## src/rtl/firebird7_in_gate1_secure_mux_pkg.sv

```systemverilog
`default_nettype none
// ============================================================================
// Module   : firebird7_in_gate1_secure_mux_pkg
// Purpose  : Shared types and defaults for the firebird7_in_gate1 secure scan
//            mux controller. Provides the controller state encoding, default
//            key/counter parameters and the fail-counter width helper.
// Revision : 1.0 - initial release
// ============================================================================
package firebird7_in_gate1_secure_mux_pkg;

  localparam int                DEFAULT_NUM_MUX   = 4;
  localparam int                DEFAULT_KEY_WIDTH = 16;
  localparam logic [15:0]       DEFAULT_KEY_VALUE = 16'hA5C3;
  localparam int                DEFAULT_MAX_FAIL  = 3;

  // Controller state. LOCKOUT is only reachable when the lockout feature is
  // compiled in; the encoding is kept identical in both builds.
  typedef enum logic [1:0] {
    ST_LOCKED   = 2'd0,
    ST_UNLOCKED = 2'd1,
    ST_LOCKOUT  = 2'd2
  } secure_state_e;

  // Width needed to hold 0..max_fail inclusive, never below one bit.
  function automatic int fail_cnt_width(input int max_fail);
    int w;
    w = $clog2(max_fail + 1);
    if (w < 1) begin
      w = 1;
    end
    return w;
  endfunction

endpackage : firebird7_in_gate1_secure_mux_pkg
`default_nettype wire

```

## src/rtl/firebird7_in_gate1_tessent_secure_tdr_core.sv

```systemverilog
`default_nettype none
// ============================================================================
// Module   : firebird7_in_gate1_tessent_secure_tdr_core
// Purpose  : Generic W-bit IJTAG test data register. Captures a parallel
//            word, shifts LSB first toward o_so, and raises a one-cycle
//            update strobe for the owning logic to consume.
// Ports    : clk        - test clock, rising edge
//            rst_n      - asynchronous active-low reset, clears the register
//            i_sel      - register selected; qualifies all enables
//            i_ce/i_se/i_ue - capture / shift / update enables (ce > se > ue)
//            i_si       - serial input, enters at the MSB
//            i_capture  - parallel capture data
//            o_so       - serial output (register LSB)
//            o_sr       - current register contents
//            o_update   - update strobe (combinational, sampled by owner)
// Revision : 1.0 - initial release
// ============================================================================
module firebird7_in_gate1_tessent_secure_tdr_core #(
  parameter int W = 20
) (
  input  logic         clk,
  input  logic         rst_n,
  input  logic         i_sel,
  input  logic         i_ce,
  input  logic         i_se,
  input  logic         i_ue,
  input  logic         i_si,
  input  logic [W-1:0] i_capture,
  output logic         o_so,
  output logic [W-1:0] o_sr,
  output logic         o_update
);

  logic [W-1:0] r_sr;

  always_ff @(posedge clk or negedge rst_n) begin
    if (!rst_n) begin
      r_sr <= '0;
    end else if (i_sel) begin
      if (i_ce) begin
        r_sr <= i_capture;
      end else if (i_se) begin
        r_sr <= {i_si, r_sr[W-1:1]};
      end
    end
  end

  // Update only wins when neither capture nor shift is requested.
  assign o_update = i_sel & i_ue & ~i_ce & ~i_se;
  assign o_sr     = r_sr;
  assign o_so     = r_sr[0];

endmodule : firebird7_in_gate1_tessent_secure_tdr_core
`default_nettype wire

```

## src/rtl/firebird7_in_gate1_tessent_secure_mux_ctrl.sv

```systemverilog
`default_nettype none
// ============================================================================
// Module   : firebird7_in_gate1_tessent_secure_mux_ctrl
// Purpose  : IJTAG-accessible key-protected controller for NUM_MUX secure
//            scan mux select lines. Select bits are held at 0 until the key
//            field of the TDR matches KEY_VALUE at an update.
//            Optional feature macro: SECURE_MUX_LOCKOUT_EN - after MAX_FAIL
//            wrong-key updates the controller enters a sticky LOCKOUT state
//            cleared only by ijtag_reset.
// Ports    : ijtag_tck   - test clock, rising edge
//            ijtag_reset - asynchronous active-low reset
//            ijtag_sel   - TDR select, qualifies ce/se/ue
//            ijtag_ce/se/ue - capture / shift / update enables
//            ijtag_si    - scan in
//            ijtag_so    - scan out (TDR LSB)
//            mux_select  - NUM_MUX secure mux select bits
//            unlocked    - high while UNLOCKED
//            lockout     - high while LOCKOUT (constant 0 without the macro)
// Revision : 1.0 - initial release
// ============================================================================
module firebird7_in_gate1_tessent_secure_mux_ctrl
  import firebird7_in_gate1_secure_mux_pkg::*;
#(
  parameter int                   NUM_MUX   = DEFAULT_NUM_MUX,
  parameter int                   KEY_WIDTH = DEFAULT_KEY_WIDTH,
  parameter logic [KEY_WIDTH-1:0] KEY_VALUE = KEY_WIDTH'(DEFAULT_KEY_VALUE),
  parameter int                   MAX_FAIL  = DEFAULT_MAX_FAIL
) (
  input  logic               ijtag_tck,
  input  logic               ijtag_reset,
  input  logic               ijtag_sel,
  input  logic               ijtag_ce,
  input  logic               ijtag_se,
  input  logic               ijtag_ue,
  input  logic               ijtag_si,
  output logic               ijtag_so,
  output logic [NUM_MUX-1:0] mux_select,
  output logic               unlocked,
  output logic               lockout
);

  localparam int             W          = KEY_WIDTH + NUM_MUX;
  localparam int             FCW        = fail_cnt_width(MAX_FAIL);
  localparam logic [FCW-1:0] C_FAIL_MAX = FCW'(MAX_FAIL);

  logic [W-1:0]       w_sr;
  logic [W-1:0]       w_capture;
  logic               w_update;
  logic               w_key_ok;
  logic [NUM_MUX-1:0] w_sel_field;
  logic [FCW-1:0]     w_fail_next;

  secure_state_e      r_state;
  logic [NUM_MUX-1:0] r_mux_select;
  logic               r_unlocked;
  logic [FCW-1:0]     r_fail_cnt;

  // Capture exposes only the live select bits; the key field reads as zero
  // so the key can never be recovered through the scan path.
  assign w_capture = {{KEY_WIDTH{1'b0}}, r_mux_select};

  firebird7_in_gate1_tessent_secure_tdr_core #(
    .W (W)
  ) u_tdr (
    .clk       (ijtag_tck),
    .rst_n     (ijtag_reset),
    .i_sel     (ijtag_sel),
    .i_ce      (ijtag_ce),
    .i_se      (ijtag_se),
    .i_ue      (ijtag_ue),
    .i_si      (ijtag_si),
    .i_capture (w_capture),
    .o_so      (ijtag_so),
    .o_sr      (w_sr),
    .o_update  (w_update)
  );

  assign w_key_ok    = (w_sr[W-1:NUM_MUX] == KEY_VALUE);
  assign w_sel_field = w_sr[NUM_MUX-1:0];
  // Saturating increment: the counter parks at MAX_FAIL and never wraps.
  assign w_fail_next = (r_fail_cnt == C_FAIL_MAX) ? r_fail_cnt
                                                  : r_fail_cnt + FCW'(1);

`ifdef SECURE_MUX_LOCKOUT_EN
  logic r_lockout;
`endif

  always_ff @(posedge ijtag_tck or negedge ijtag_reset) begin
    if (!ijtag_reset) begin
      r_state      <= ST_LOCKED;
      r_mux_select <= '0;
      r_unlocked   <= 1'b0;
      r_fail_cnt   <= '0;
`ifdef SECURE_MUX_LOCKOUT_EN
      r_lockout    <= 1'b0;
`endif
    end else if (w_update) begin
      case (r_state)
        ST_LOCKED, ST_UNLOCKED: begin
          if (w_key_ok) begin
            r_state      <= ST_UNLOCKED;
            r_mux_select <= w_sel_field;
            r_unlocked   <= 1'b1;
            // Only a fresh unlock forgives earlier failures.
            if (r_state == ST_LOCKED) begin
              r_fail_cnt <= '0;
            end
          end else begin
            // Wrong key always relocks and parks the muxes on input 0.
            r_state      <= ST_LOCKED;
            r_mux_select <= '0;
            r_unlocked   <= 1'b0;
            r_fail_cnt   <= w_fail_next;
`ifdef SECURE_MUX_LOCKOUT_EN
            if (w_fail_next == C_FAIL_MAX) begin
              r_state   <= ST_LOCKOUT;
              r_lockout <= 1'b1;
            end
`endif
          end
        end
        ST_LOCKOUT: begin
          // Sticky: every update is ignored until reset.
          r_mux_select <= '0;
          r_unlocked   <= 1'b0;
        end
        default: begin
          r_state      <= ST_LOCKED;
          r_mux_select <= '0;
          r_unlocked   <= 1'b0;
        end
      endcase
    end
  end

  assign mux_select = r_mux_select;
  assign unlocked   = r_unlocked;

`ifdef SECURE_MUX_LOCKOUT_EN
  assign lockout = r_lockout;
`else
  assign lockout = 1'b0;
`endif

endmodule : firebird7_in_gate1_tessent_secure_mux_ctrl
`default_nettype wire

```

## config.mk

```make
export PLATFORM = sky130hd
export DESIGN_NAME = firebird7_in_gate1_tessent_secure_mux_ctrl
export DESIGN_NICKNAME = d
export VERILOG_FILES = /design/src/rtl/firebird7_in_gate1_secure_mux_pkg.sv /design/src/rtl/firebird7_in_gate1_tessent_secure_tdr_core.sv /design/src/rtl/firebird7_in_gate1_tessent_secure_mux_ctrl.sv
export SDC_FILE = /design/constraint.sdc
export NUM_CORES = 1
export LEC_CHECK = 0
export ABC_AREA = 1
export BUFFER_PORTS_ARGS = -buffer_cell sky130_fd_sc_hd__buf_4
export CAP_MARGIN = 30
export CORE_MARGIN = 8
export CORE_UTILIZATION = 35
export DETAILED_ROUTE_END_ITERATION = 7
export PLACE_DENSITY = 0.56
export SLEW_MARGIN = 5
export SYNTH_ARGS = -nofsm -noshare
export SYNTH_HDL_FRONTEND = slang
export SYNTH_SLANG_ARGS = --single-unit
```

## constraint.sdc

```tcl
create_clock -name ijtag_tck -period 1.24 [get_ports ijtag_tck]
set_input_delay 0.124 -clock ijtag_tck [delete_from_list [all_inputs] [get_ports ijtag_tck]]
set_output_delay 0.124 -clock ijtag_tck [all_outputs]
set_load 0.005 [all_outputs]
```

==> run metrics <==
DR WL/cell=11.73 um; Inserted Clock Buffers=3; Final Hold Vio Count=0; post_cts resized=0; f_max=925.2 MHz; die width=74.83 um; switch share=25.43%; DR vias=904; vias per cell=4.733; highest ir drop seen on vdd=836.3 uV; layout filler cell count=345; share of the yosys chip area belonging to registers=51.65%; RSZ-0062 raised after global routing=false; Max-Cap Viols=0; num ports=14; vias in the first global route=882; kind of critical path=flip-flop to flip-flop; share of layout cells above drive strength 1=20.69%; Cell Chain, Critical Path=nor2_1 -> nand3_1 -> nor2_2 -> nand4_1 -> nand2_1; P_int=1022 uW; YS warnings=0; Netlist cell types=21; antenna violations before repair=0; area grow syn2layout=9.401%; Worst setup SP type=flip-flop; final count of negative-setup-slack endpoints=0; antenna viol nets, final=0; Clock power frac=26.1%; largest cells by area after synthesis=dfrtp_1 (52%), nand3_1 (7.4%), nand2_1 (6.8%); setup_tns=0 ns; clock slew at reported path FFs=0.13 ns; Synth Cell Area=0.001211 mm2; input/output buffers=12; Core Area=0.003337 mm2; Sequential Power Share=63.2%; fin. max-slew vios=0; CTS H-tree lvls=1; hold crit path type=primary input to flip-flop; most common cell after layout, fill and taps aside=dfrtp_1; sw power=348.4 uW; CTS tree=built; Clock Sinks=25; Die Span Y=74.83 um; biggest area consumer among synthesized cells=dfrtp_1; first-pass GRT wire length=3.808 mm; CP Data Arrival Time=1.34 ns; WL final=2.240 mm; GRT overflow=0; Critical Path RT=1.50 ns; Max Root-Sink Buffers=2; Slowest-stage cell, CP=dfrtp_1; status=complete, no violations; initial core utilization=36.30%; Syn Area/Cell=9.039 um2; crit end category=flip-flop; GP Congestion=0.7572; Syn Inst Count=134; Die ar.=0.005599 mm2; Power Total=1370 uW; period utilization=87.16%; dpl cell area=0.001289 mm2; combinational share of power=10.6%; Final Skew=0.003555 ns; leak pwr=0.0006213 uW; Yosys top cell area share=51.65%; Cell Pwr Density=1034 mW/mm2; crit path time final=1.081 ns; Crit Path Max Fanout=5; TritonRoute pass-1 iters=4; #FFs+latches synth=25; overall routing resource usage=8.862%; worst-skew pair later-pin latency=0.31 ns; Net Count, Synth=141; antenna cell count=0; Finished Cell Area=0.001325 mm2; post-DP HPWL=1.603 mm; post-CTS setup repair buffer count=0; worst stage delay on the critical path=0.42 ns; DR iter-0 viols=49; DRC=0; most frequent cells in the layout=dfrtp_1 (25), nand2_1 (22), inv_1 (21), nand3_1 (18), o21ai_1 (14); CTS root buffer=clkbuf_4; row cnt=21; fin nets=153; largest net degree at the start of global routing=41
[power by group through the flow]
stage	clock network (uW)	registers, uW	logic, uW
2_1_floorplan	0	876	113
3_3_place_gp	0	882	142
3_5_place_dp	0	883	145
4_1_cts	372	867	148
5_1_grt	408	871	165
6_report	358	867	145
[what timing repair did]
item,4_1_cts,5_1_grt
hold buffers,1,0
endpoints found under the setup margin,0,0
endpoints found under the hold margin,25,0
[synthesized netlist by cell type, drive strengths merged]
cell type and number:
o21ai 19, nand2 22, nor2 10, a21oi 1, conb 1, inv 23
nand4 4, dfrtp 25, o21a 1, buf 6, clkbuf 1, o211ai 2
a31oi 1, nand3 18
[critical path: cells and delay by family (launching register included)]
kind	cells	cell delay [ns]
and+or+nand+nor	5	0.60
DFF	1	0.42
[cell families after synthesis]
kind of cell / count (synthesis) / synth area share [%]
simple gates: 54 / 20.66
buf+inv: 30 / 13.53
flops: 25 / 51.65
compound gates: 24 / 13.84
other cells: 1 / 0.3096
[area by class of cell]
cell class	count	area, um2	area share [%]
clock buffers	4	26.28	1.983
multi-input cells	79	421.7	31.82
repair buffers	14	107.6	8.121
inverters	23	86.33	6.516
well taps	46	57.56	4.344
flip-flops and latches	25	625.6	47.21
[flip-flops by register name (all words and copies together), names as in the netlist]
register and cells:
u_tdr.o_sr 20, mux_select 4, unlocked 1
[through the flow]
stage          std cells  setup slack [ns]  hold slack (ns)  util [%]
2_1_floorplan        134            0.3329          -0.1716         -
3_3_place_gp         186            0.2145          0.04470     38.62
3_5_place_dp         186            0.1953          0.04840     38.62
4_1_cts              191            0.1614          0.04954     39.71
5_1_grt              191           0.01026          0.04564     39.71
6_report             191            0.1592          0.05147     39.71
[per-layer routing]
layer	share of wire, %	track usage, %	vias up
li1	-	-	448
met1	48	10.25	440
met2	46	14.30	14
met3	4.4	3.462	2
met4	0.85	3.478	0
met5	0	0	-
[worst paths after layout]
| check | cells after the start | startpoint | slack (ns) | endpoint |
|---|---|---|---|---|
| hold reg to reg | 2 | mux_select[0] | 0.53 | mux_select[0] |
| min in group asynchronous | 2 | ijtag_reset | 0.23 | u_tdr.o_sr[5] |
| hold / removal | 3 | ijtag_si | 0.05 | u_tdr.o_sr[19] |
| setup / recovery | 5 | u_tdr.o_sr[13] | 0.16 | mux_select[3] |
| max in group asynchronous | 2 | ijtag_reset | 0.76 | u_tdr.o_sr[12] |
| setup reg to reg | 5 | u_tdr.o_sr[13] | 0.16 | mux_select[3] |
No activity file was read; power rests on OpenSTA's default activity.
